## config.mk

```make
export PLATFORM = sky130hd
export DESIGN_NAME = imc_operand_packer
export DESIGN_NICKNAME = d
export VERILOG_FILES = /design/src/rtl/imc_operand_packer.sv
export SDC_FILE = /design/constraint.sdc
export NUM_CORES = 1
export LEC_CHECK = 0
export BUFFER_PORTS_ARGS = -buffer_cell sky130_fd_sc_hd__clkbuf_2
export CAP_MARGIN = 20
export CORE_MARGIN = 2
export CORE_UTILIZATION = 41
export CTS_CLUSTER_SIZE = 40
export DETAILED_ROUTE_END_ITERATION = 7
export PLACE_DENSITY = 0.68
export REMOVE_ABC_BUFFERS = 1
export SETUP_SLACK_MARGIN = 0.05
export SLEW_MARGIN = 10
export SYNTH_ARGS = -nofsm -noshare
export SYNTH_HDL_FRONTEND = slang
export SYNTH_SLANG_ARGS = --single-unit
```

## constraint.sdc

```tcl
create_clock -name clk -period 1.9 [get_ports clk]
set_clock_uncertainty 0.05 [all_clocks]
set_input_delay 0.19 -clock clk [delete_from_list [all_inputs] [get_ports clk]]
set_output_delay 0.19 -clock clk [all_outputs]
set_load 0.05 [all_outputs]
```

## src/rtl/imc_operand_packer.sv

```systemverilog
// imc_operand_packer
//   Collects NUM_OPERANDS words from a valid/accept producer into a flat
//   parallel frame, then hands the frame to the IMC core with a one-cycle
//   start pulse once the core reports imc_ready.
//
// Optional feature macro: IMC_PACKER_FLUSH_EN
//   When defined, a flush request launches a partial frame. Unused slots
//   are zeroed and valid_count reports the partial size. When undefined,
//   the flush port is ignored.
//
// Parameters
//   DATA_WIDTH   : width of one operand word
//   NUM_OPERANDS : words per frame (2..16)
//   CNT_W        : counter width, $clog2(NUM_OPERANDS+1)
//
// Ports
//   clk         : clock, all state changes on the rising edge
//   rst_n       : synchronous reset, ACTIVE HIGH despite the suffix
//   data_in     : operand word from the producer
//   data_valid  : producer offers data_in this cycle
//   data_accept : packer can take a word this cycle
//   imc_ready   : IMC core can take a frame
//   start       : one-cycle frame handoff pulse
//   operands    : packed frame, slot i at [i*DATA_WIDTH +: DATA_WIDTH]
//   valid_count : number of meaningful slots, valid while start is high
//   busy        : a frame is waiting for launch
//   flush       : request launch of a partial frame
module imc_operand_packer #(
   parameter  int DATA_WIDTH   = 16,
   parameter  int NUM_OPERANDS = 4,
   localparam int CNT_W        = $clog2(NUM_OPERANDS + 1)
) (
   input  logic                               clk,
   input  logic                               rst_n,
   input  logic [DATA_WIDTH-1:0]              data_in,
   input  logic                               data_valid,
   output logic                               data_accept,
   input  logic                               imc_ready,
   output logic                               start,
   output logic [NUM_OPERANDS*DATA_WIDTH-1:0] operands,
   output logic [CNT_W-1:0]                   valid_count,
   output logic                               busy,
   input  logic                               flush
);

   typedef enum logic {
      COLLECT = 1'b0,
      LAUNCH  = 1'b1
   } state_t;

   state_t                state_q, state_d;
   logic [CNT_W-1:0]      count_q, count_d;
   logic [CNT_W-1:0]      vcount_q, vcount_d;
   logic [DATA_WIDTH-1:0] slot_q [NUM_OPERANDS];

   logic                  xfer;
   logic [CNT_W-1:0]      new_count;
   logic                  full;
   logic                  flush_go;
   logic [NUM_OPERANDS*DATA_WIDTH-1:0] packed_frame;

   // A transfer only happens while collecting; reset gating of the visible
   // accept does not matter here because reset overrides every register.
   assign xfer      = data_valid && (state_q == COLLECT);
   assign new_count = xfer ? count_q + CNT_W'(1) : count_q;
   assign full      = xfer && (count_q == CNT_W'(NUM_OPERANDS - 1));

`ifdef IMC_PACKER_FLUSH_EN
   // The word arriving with the flush is counted first; an empty frame is
   // never launched.
   assign flush_go = flush && (state_q == COLLECT) && (new_count != '0);
`else
   logic unused_flush;
   assign unused_flush = flush;
   assign flush_go     = 1'b0;
`endif

   // NOTE: every variable gets a default at the top of the block so no
   // path can leave it unassigned and infer a latch.
   always_comb begin
      state_d  = state_q;
      count_d  = count_q;
      vcount_d = vcount_q;
      case (state_q)
         COLLECT: begin
            count_d = new_count;
            if (full) begin
               state_d  = LAUNCH;
               vcount_d = CNT_W'(NUM_OPERANDS);
            end else if (flush_go) begin
               state_d  = LAUNCH;
               vcount_d = new_count;
            end
         end
         LAUNCH: begin
            if (imc_ready) begin
               state_d = COLLECT;
               count_d = '0;
            end
         end
         default: begin
            state_d = COLLECT;
            count_d = '0;
         end
      endcase
   end

   // NOTE: sequential state uses non-blocking assignments so every register
   // samples the pre-edge values regardless of statement order.
   always_ff @(posedge clk) begin
      if (rst_n) begin
         state_q  <= COLLECT;
         count_q  <= '0;
         vcount_q <= '0;
      end else begin
         state_q  <= state_d;
         count_q  <= count_d;
         vcount_q <= vcount_d;
      end
   end

   // NOTE: the slot storage is reset explicitly because a discarded frame
   // must never reappear on operands after reset.
   always_ff @(posedge clk) begin
      if (rst_n) begin
         for (int i = 0; i < NUM_OPERANDS; i++) slot_q[i] <= '0;
      end else begin
         for (int i = 0; i < NUM_OPERANDS; i++) begin
            if (xfer && (count_q == CNT_W'(i))) begin
               slot_q[i] <= data_in;
            end else if (flush_go && (CNT_W'(i) >= new_count)) begin
               // Partial frame: clear stale words above the reported size.
               slot_q[i] <= '0;
            end
         end
      end
   end

   always_comb begin
      packed_frame = '0;
      for (int i = 0; i < NUM_OPERANDS; i++) begin
         packed_frame[i*DATA_WIDTH +: DATA_WIDTH] = slot_q[i];
      end
   end

   // All outputs read as zero during the reset cycle itself.
   assign data_accept = !rst_n && (state_q == COLLECT);
   assign busy        = !rst_n && (state_q == LAUNCH);
   assign start       = !rst_n && (state_q == LAUNCH) && imc_ready;
   assign operands    = rst_n ? '0 : packed_frame;
   assign valid_count = rst_n ? '0 : vcount_q;

endmodule

```

==> results of run 1 <==
==> area by class of cell <==
type	count	area [um^2]	area share
Sequential cell	69	2022	0.5067
Multi-Input combinational cell	163	1090	0.2731
Timing Repair Buffer	98	518.0	0.1298
Tap cell	102	127.6	0.03198
Clock buffer	9	123.9	0.03104
Clock inverter	7	90.09	0.02258
Inverter	5	18.77	0.004704
==> state kept, by name, indices dropped and copies added (netlist names) <==
register / cells
slot_q: 64
count_q: 3
state_q: 1
vcount_q: 1
==> worst max-delay path by stage <==
stage / startpoint / cells after the start / endpoint / slack, ns
floorplan: state_q / 2 / start / -0.05
global placement: count_q[0] / 5 / slot_q[2][2] / -0.01
detailed placement: count_q[0] / 5 / slot_q[2][3] / -0.10
CTS: count_q[0] / 5 / slot_q[2][2] / 0.15
global route: count_q[1] / 5 / slot_q[1][7] / 0.12
finish: state_q / 3 / start / 0.23
==> placed cells by master, fill, tap and decap left out, drive strengths merged, types with 2 or more instances in the layout <==
master   n
nor2     6
conb     2
and3     2
buf     11
a21oi    2
and2    65
nand3b   3
clkinv   5
o21bai   2
nor3     3
a22oi    2
nor2b   66
ha       5
dfxtp    5
clkbuf  96
inv      5
edfxtp  64
bufinv   2
==> stage by stage <==
| step | instances | hold slack, ns |
|---|---|---|
| 4_1_cts | 450 | 0.08823 |
| 5_1_grt | 453 | 0.1090 |
| 6_report | 453 | 0.09955 |
| 3_3_place_gp | 434 | 0.3944 |
| 3_5_place_dp | 434 | 0.3994 |
| 2_1_floorplan | 237 | 0.2091 |
==> power groups by stage <==
stage	clock [mW]	sequential [mW]	combinational [mW]
2_1_floorplan	0	1.80	0.374
3_3_place_gp	0	1.81	0.543
3_5_place_dp	0	1.81	0.550
4_1_cts	1.29	1.78	0.554
5_1_grt	1.36	1.79	0.580
6_report	1.28	1.78	0.546
==> metal layers <==
metal	vias up	share of wire	global-route usage
li1	1014	-	-
met1	949	0.45	0.2049
met2	61	0.50	0.2555
met3	10	0.041	0.03122
met4	0	0.016	0.06716
met5	-	0	0
==> tightest hold or removal path, delay by kind of cell <==
family	cells	cell delay, ns
buf+inv	1	0.10
simple gates	1	0.09
compound gates	1	0.05
==> timing repair <==
| item | 4_1_cts | 5_1_grt |
|---|---|---|
| endpoints found under the setup margin | 48 | 4 |
| gates cloned | 0 | 0 |
| gates resized for setup | 3 | 0 |
| pin swaps | 0 | 1 |
| buffers inserted | 0 | 3 |
==> cell families after synthesis <==
| kind of cell | count (synthesis) | synth area share |
|---|---|---|
| compound gates | 7 | 0.01490 |
| fa+ha+maj | 5 | 0.01961 |
| buf+inv | 19 | 0.03255 |
| flops | 69 | 0.6337 |
| mux | 1 | 0.003137 |
| other cells | 1 | 0.001175 |
| simple gates | 148 | 0.2949 |
==> impl_metrics.yaml, run 1 <==
status:
  status: "finished clean"
critical_path:
  arrival_ns: 1.43
  worst_setup_path_start_kind: "flop"
  worstRegToRegCells: 4
  required_ns: 1.66
  crit_slowest_cell: "dfxtp_1"
  r2r_end: "slot_q[0][14]"
  reg2reg_from: "count_q[0]"
  max_stage_delay_ns: 0.48
  crit_buf_inv: 1
  path_class: "reg -> out"
  crit_fanout: 8
  end_kind: "output pin"
  rrSetupSlack_ns: 0.26
  path_cells: "nor2b_1, and2_1, clkbuf_2"
  path_delay_family: "flip-flops"
synth:
  yosysMostFrequentCell: "nor2b_1"
  synth_cell_type_count: 27
  seq_area_frac_synth: 0.6337
  synth_ff_type: "edfxtp_1"
  yosys-top-cells-count: "66 x nor2b_1, 64 x edfxtp_1, 61 x and2_1, 6 x buf_2"
  ys_warn_count: 0
  ys_async_sr_fraction: 0
  synth_edf_count: 64
  yosysTopAreaCellShare: 0.6024
  yosys.area.top_type: "edfxtp_1"
  ys_ff_latch: 69
  avgSynthCellArea_um2: 12.76
  synth_cells: 250
  synth_area_um2: 3191
  synthTopCellsByArea: "edfxtp_1 60%, nor2b_1 13%, and2_1 12%, dfxtp_1 3.1%, ha_1 2.0%"
routing:
  drt_iter0_markers: 63
  wl_per_cell_um: 14.27
  post_drt_via_cell_ratio: 4.490
  drc_errors: 0
  antenna_left: 0
  finalWirelength_um: 6465
  vias: 2034
  dr.pass1.iters: 4
clock_tree:
  clk_pin_slew_ns: 0.07
  hold_buffers: 0
  htreeDepth: 3
  cts_tree: "done"
  insertion_delay_ns: 0.33
  cts_made_buffers: 9
  numClockSinks: 69
  clockRootBuffer: "clkbuf_8"
  max-clock-path-buffers: 2
timing:
  period_share: 0.8769
  finalWorstSetupSlack_ns: 0.2339
  rsz0062_at_grt: "false"
  setup_viol: 0
  tns_ns: 0
  hold_viol_final: 0
  slew_violations: 0
  finalCriticalPeriod_ns: 1.666
  timing.fmax_mhz: 600.2
  worstMarginPinSlew_ns: 0.5590
  maxSlewHeadroom: 0.6261
placed_design:
  dp_hpwl_um: 4364
  post_dp_cell_area_um2: 3740
  gp_congestion: 0.7669
  pre_cts_ws_ns: -0.1032
  io_buffers: 87
global_routing:
  grt_remaining_overflow: 0
  grt_pass1_vias: 1913
  grt_max_degree: 45
  grt_antenna_before_repair: 0
  grt.total_usage: 0.1569
  grt_first_pass_wirelength_um: 9915
job:
  max-cap-violations: 0
cells_and_area:
  drive_gt1_frac: 0.3533
  area_growth_pct: 25.06
  final_nets: 372
  utilization: 0.5218
  postLayoutCellArea_um2: 3990
  antenna_cells: 0
  fillCellCount: 698
die:
  core_um2: 7647
  fp.dieH_um: 92.22
  die_w_um: 92.22
  rows: 32
  start_util: 0.4172
  dieArea_um2: 8504
  io_pins: 91
pwr:
  clkPwrFrac: 0.355
  power_density_nw_per_um2: 902.0
  p_switching_uw: 975.1
  p_int_mw: 2.624
  combPwrFrac: 0.152
  p_leak_nw: 1.719
  power.share.switching: 0.2709
  power_frac_seq: 0.494
  peakVddDrop_v: 0.0003851
  p_total_mw: 3.599
min_path:
  hold_path_end: "state_q"
  hp-class: "in -> reg"
  hold_path.startpoint: "imc_ready"
  min_path_cells: 3
Power figures use the tool's default switching activity.
==> run 2: changes to the inputs <==
--- a/config.mk
+++ b/config.mk
@@ -5,13 +5,14 @@
 export SDC_FILE = /design/constraint.sdc
 export NUM_CORES = 1
 export LEC_CHECK = 0
+export ABC_AREA = 1
 export BUFFER_PORTS_ARGS = -buffer_cell sky130_fd_sc_hd__clkbuf_2
 export CAP_MARGIN = 20
 export CORE_MARGIN = 2
 export CORE_UTILIZATION = 41
 export CTS_CLUSTER_SIZE = 40
 export DETAILED_ROUTE_END_ITERATION = 7
-export PLACE_DENSITY = 0.68
+export PLACE_DENSITY = 0.76
 export REMOVE_ABC_BUFFERS = 1
 export SETUP_SLACK_MARGIN = 0.05
 export SLEW_MARGIN = 10
==> impl_metrics.yaml, run 2 <==
cells_and_area:
  utilization: 0.5255
  final_nets: 461
  largest_reg_flops: 64
  antenna_cells: 0
  final_cell_mix: "131 x nor2_1, 89 x inv_1, 87 x clkbuf_2"
  area_growth_pct: 25.22
  fillCellCount: 709
  top_regs: "slot_q x64, count_q x3"
  layout_commonest_cell: "nor2_1"
  regMostFlops: "slot_q"
  drive_gt1_frac: 0.2886
  postLayoutCellArea_um2: 4019
die:
  fp.dieH_um: 92.48
  die_w_um: 92.48
  rows: 32
  core_um2: 7647
  dieArea_um2: 8552
  start_util: 0.4197
  io_pins: 91
synth:
  avgSynthCellArea_um2: 9.552
  yosys-top-cells-count: "131 x nor2_1, 89 x inv_1, 64 x edfxtp_1, 8 x nand2_1"
  ys_ff_latch: 69
  synth_area_um2: 3209
  synthTopCellsByArea: "edfxtp_1 60%, nor2_1 15%, inv_1 10%, dfxtp_1 3.1%, nand4_4 2.0%"
  yosys.area.top_type: "edfxtp_1"
  ys_warn_count: 0
  synth_cell_type_count: 19
  seq_area_frac_synth: 0.6300
  synth_cells: 336
  yosysMostFrequentCell: "nor2_1"
  ys_async_sr_fraction: 0
  synth_ff_type: "edfxtp_1"
  yosysTopAreaCellShare: 0.5988
  synth_edf_count: 64
critical_path:
  path_depth: 3
  worst_setup_path_start_kind: "flop"
  required_ns: 1.66
  max_stage_delay_ns: 0.49
  path_class: "reg -> out"
  arrival_ns: 1.44
  path_cells: "nand2_1, nor2_1, clkbuf_2"
  path_delay_family: "flip-flops"
  crit_buf_inv: 1
  cp-startpoint: "state_q"
  reg2reg_from: "count_q[1]"
  end_kind: "output pin"
  crit_slowest_cell: "dfxtp_1"
  worstRegToRegCells: 5
  crit_fanout: 5
pwr:
  peakVddDrop_v: 0.0002979
  p_leak_nw: 1.985
  p_total_mw: 3.633
  power_density_nw_per_um2: 904.1
clock_tree:
  hold_buffers: 0
  max-clock-path-buffers: 2
  insertion_delay_ns: 0.33
  numClockSinks: 69
  cts_made_buffers: 9
  clockRootBuffer: "clkbuf_8"
  cts_tree: "done"
  postCtsSetupRepairBufs: 0
  clk_pin_slew_ns: 0.06
  cts_resized: 0
  htreeDepth: 3
min_path:
  hold_path.startpoint: "imc_ready"
  min_path_cells: 2
  hp-class: "in -> reg"
global_routing:
  grt_pass1_vias: 2289
  grt.total_usage: 0.1639
  grt_remaining_overflow: 0
  grt_antenna_before_repair: 0
  grt_first_pass_wirelength_um: 10600
  grt_max_degree: 40
timing:
  rsz0062_at_grt: "false"
  setup_viol: 0
  hold_viol_final: 0
  finalCriticalPeriod_ns: 1.676
  timing.fmax_mhz: 596.7
  slew_violations: 0
  period_share: 0.8820
status:
  status: "finished clean"
routing:
  finalWirelength_um: 6569
  antenna_left: 0
  wl_per_cell_um: 12.12
  dr.pass1.iters: 4
  drc_errors: 0
  post_drt_via_cell_ratio: 4.303
  vias: 2332
  drt_iter0_markers: 82
placed_design:
  io_buffers: 87
  gp_congestion: 0.7691
  post_dp_cell_area_um2: 3805
  dp_hpwl_um: 4773
job:
  max-cap-violations: 0
==> run 2: changes by cell type after synthesis, moves of 3 or more <==
cell	change
buf_2	-5
o21ai_0	+7
nand3b_1	-3
nand2_1	+8
nor2_1	+126
nor2b_1	-66
and2_1	-61
nand4_4	+3
inv_1	+84
and2_2	-4
buf_1	+7
==> run 2: layer usage <==
layer,up-vias,part of all wire,global-route usage
met4,0,0.011,0.06716
met1,1059,0.45,0.2036
li1,1195,-,-
met2,71,0.48,0.2713
met3,7,0.058,0.04394
met5,-,0,0
==> run 2: final cells by class <==
class / count / area (um^2) / area share
Multi-Input combinational cell: 164 / 774.5 / 0.1927
Inverter: 90 / 340.3 / 0.08468
Clock inverter: 7 / 90.09 / 0.02242
Tap cell: 102 / 127.6 / 0.03176
Clock buffer: 9 / 123.9 / 0.03082
Timing Repair Buffer: 101 / 540.5 / 0.1345
Sequential cell: 69 / 2022 / 0.5031
==> run 2: cell families after synthesis <==
group           synth area share
other cells             0.001168
fa+ha+maj                0.01949
simple gates              0.1992
compound gates           0.01559
buf+inv                   0.1345
flops                     0.6300
==> run 2: through the flow <==
stage / instances / hold slack, ns / worst slack (ns) / setup TNS, ns
2_1_floorplan: 323 / 0.2091 / -0.5894 / -29.22
3_3_place_gp: 526 / 0.3516 / 0.3444 / 0
3_5_place_dp: 526 / 0.3752 / 0.3209 / 0
4_1_cts: 542 / 0.01398 / 0.2075 / 0
5_1_grt: 542 / 0.04941 / 0.08606 / 0
6_report: 542 / 0.01810 / 0.2242 / 0
==> run 2: power by group <==
part	switching (mW)	internal [mW]
registers	0.0263	1.75
clock network	0.537	0.731
logic	0.454	0.130
total	1.02	2.62
==> run 2: final timing paths <==
check,end,slack (ns)
setup / recovery,start,0.22
hold / removal,state_q,0.02
setup reg to reg,slot_q[3][11],0.32
hold reg to reg,vcount_q[2],0.43
==> run 2: worst register-to-register path, stage by stage (launching register included) <==
cell,delay [ns]
dfxtp_1,0.38
ha_1,0.17
ha_1,0.20
inv_1,0.07
o21ai_2,0.22
buf_4,0.21
==> run 3: changes to the inputs <==
--- a/config.mk
+++ b/config.mk
@@ -6,13 +6,13 @@
 export NUM_CORES = 1
 export LEC_CHECK = 0
 export ABC_AREA = 1
-export BUFFER_PORTS_ARGS = -buffer_cell sky130_fd_sc_hd__clkbuf_2
-export CAP_MARGIN = 20
+export CAP_MARGIN = 15
 export CORE_MARGIN = 2
 export CORE_UTILIZATION = 41
 export CTS_CLUSTER_SIZE = 40
 export DETAILED_ROUTE_END_ITERATION = 7
-export PLACE_DENSITY = 0.76
+export DONT_BUFFER_PORTS = 1
+export PLACE_DENSITY = 0.65
 export REMOVE_ABC_BUFFERS = 1
 export SETUP_SLACK_MARGIN = 0.05
 export SLEW_MARGIN = 10
==> impl_metrics.yaml, run 3 (same netlist as run 2, synthesis figures left out) <==
status:
  status: "finished clean"
global_routing:
  grt_first_pass_wirelength_um: 10780
  grt_max_degree: 70
  grt_pass1_vias: 2249
  grt.total_usage: 0.1670
  grt_antenna_before_repair: 0
  grt_remaining_overflow: 0
routing:
  drc_errors: 0
  wl_per_cell_um: 12.60
  drt_iter0_markers: 116
  antenna_left: 0
  dr.pass1.iters: 4
  finalWirelength_um: 6537
  post_drt_via_cell_ratio: 4.435
  vias: 2302
critical_path:
  reg2reg_from: "count_q[0]"
  worst_setup_path_start_kind: "flop"
  worstRegToRegCells: 5
  end_kind: "output pin"
  path_class: "reg -> out"
  crit_fanout: 5
  r2r_end: "slot_q[3][1]"
  rrSetupSlack_ns: 0.35
  required_ns: 1.66
  arrival_ns: 1.34
cells_and_area:
  final_cells: 519
  postLayoutCellArea_um2: 4069
  layout_commonest_cell: "nor2_1"
  antenna_cells: 0
  final_cell_mix: "131 x nor2_1, 89 x inv_1, 76 x buf_4"
  fillCellCount: 710
  ff_latch_area_um2: 2022
  utilization: 0.5321
  regMostFlops: "slot_q"
  multi_input_area_um2: 774.5
  largest_reg_flops: 64
  top_regs: "slot_q x64, count_q x3"
  final_nets: 438
  area_growth_pct: 26.78
  drive_gt1_frac: 0.2446
die:
  dieArea_um2: 8552
  start_util: 0.4197
  die_w_um: 92.48
  io_pins: 91
  core_um2: 7647
  fp.dieH_um: 92.48
  rows: 32
timing:
  tns_ns: 0
  timing.fmax_mhz: 634.6
  rsz0062_at_grt: "false"
  finalCriticalPeriod_ns: 1.576
  period_share: 0.8294
  slew_violations: 0
  setup_viol: 0
  hold_viol_final: 0
clock_tree:
  htreeDepth: 3
  cts_resized: 0
  numClockSinks: 69
  cts_tree: "done"
  cts_made_buffers: 9
  clk_pin_slew_ns: 0.07
  insertion_delay_ns: 0.35
  max-clock-path-buffers: 2
  clockRootBuffer: "clkbuf_8"
placed_design:
  gp_congestion: 0.7146
  dp_hpwl_um: 4506
  place_inst: 501
  io_buffers: 0
  post_dp_cell_area_um2: 3835
pwr:
  clkPwrFrac: 0.352
  power_density_nw_per_um2: 897.0
  p_switching_mw: 1.010
  combPwrFrac: 0.159
  power.share.switching: 0.2767
  power_frac_seq: 0.489
  p_leak_nw: 1.937
  peakVddDrop_v: 0.0003772
  p_int_mw: 2.640
min_path:
  min_path_cells: 3
  hold_path.startpoint: "rst_n"
  hp-class: "in -> reg"
  hold_path_end: "count_q[0]"
job:
  max-cap-violations: 0
run 3: cell types whose count changed in the layout (fill, tap and decap cells not counted), sizes merged:
cell / previous run / this run
clkbuf: 96 / 9
buf: 14 / 76
dlygate4sd3: 0 / 2
run 3: final cells by class:
type                    count  area share
clock buffers               9     0.03044
clock inverters             7     0.02214
inverters                  90     0.08364
multi-input cells         164      0.1903
flip-flops and latches     69      0.4969
well taps                 102     0.03137
repair buffers             78      0.1451
run 3: how the worst max path moves through the flow:
stage                     from  slack (ns)      endpoint
floorplan           count_q[2]       -0.59  slot_q[3][0]
global placement    count_q[1]        0.40  slot_q[3][0]
detailed placement  count_q[1]        0.36  slot_q[3][0]
CTS                    state_q        0.30         start
global route           state_q        0.26         start
finish                 state_q        0.32         start
run 3: through the flow:
step	setup slack [ns]	hold WS, ns	power (mW)
2_1_floorplan	-0.5894	0.2091	2.216
6_report	0.3241	0.04507	3.650
3_3_place_gp	0.4018	0.2210	2.387
5_1_grt	0.2584	0.04470	3.782
3_5_place_dp	0.3570	0.2218	2.399
4_1_cts	0.3028	0.02624	3.685
run 3: power by group through the flow:
stage | clock network, mW | registers, mW | logic [mW]
after floorplan | 0 | 1.81 | 0.406
after global placement | 0 | 1.81 | 0.575
after detailed placement | 0 | 1.82 | 0.582
after CTS | 1.31 | 1.78 | 0.588
after global routing | 1.37 | 1.79 | 0.626
final | 1.29 | 1.78 | 0.581
run 3: per-layer routing:
layer | share of wire | track usage
met2 | 0.48 | 0.2689
met5 | 0 | 0
met3 | 0.066 | 0.04475
met4 | 0.024 | 0.08209
met1 | 0.43 | 0.2083
run 3: worst max-delay path: stages (launching register included):
cell and delay, ns:
dfxtp_1 0.48, nand2_1 0.17, nor2_1 0.13, buf_4 0.21
run 3: repair_timing:
item	CTS	global route
buffers inserted	0	0
endpoints found under the hold margin	4	0
setup endpoints to repair	0	0
hold buffers	2	0
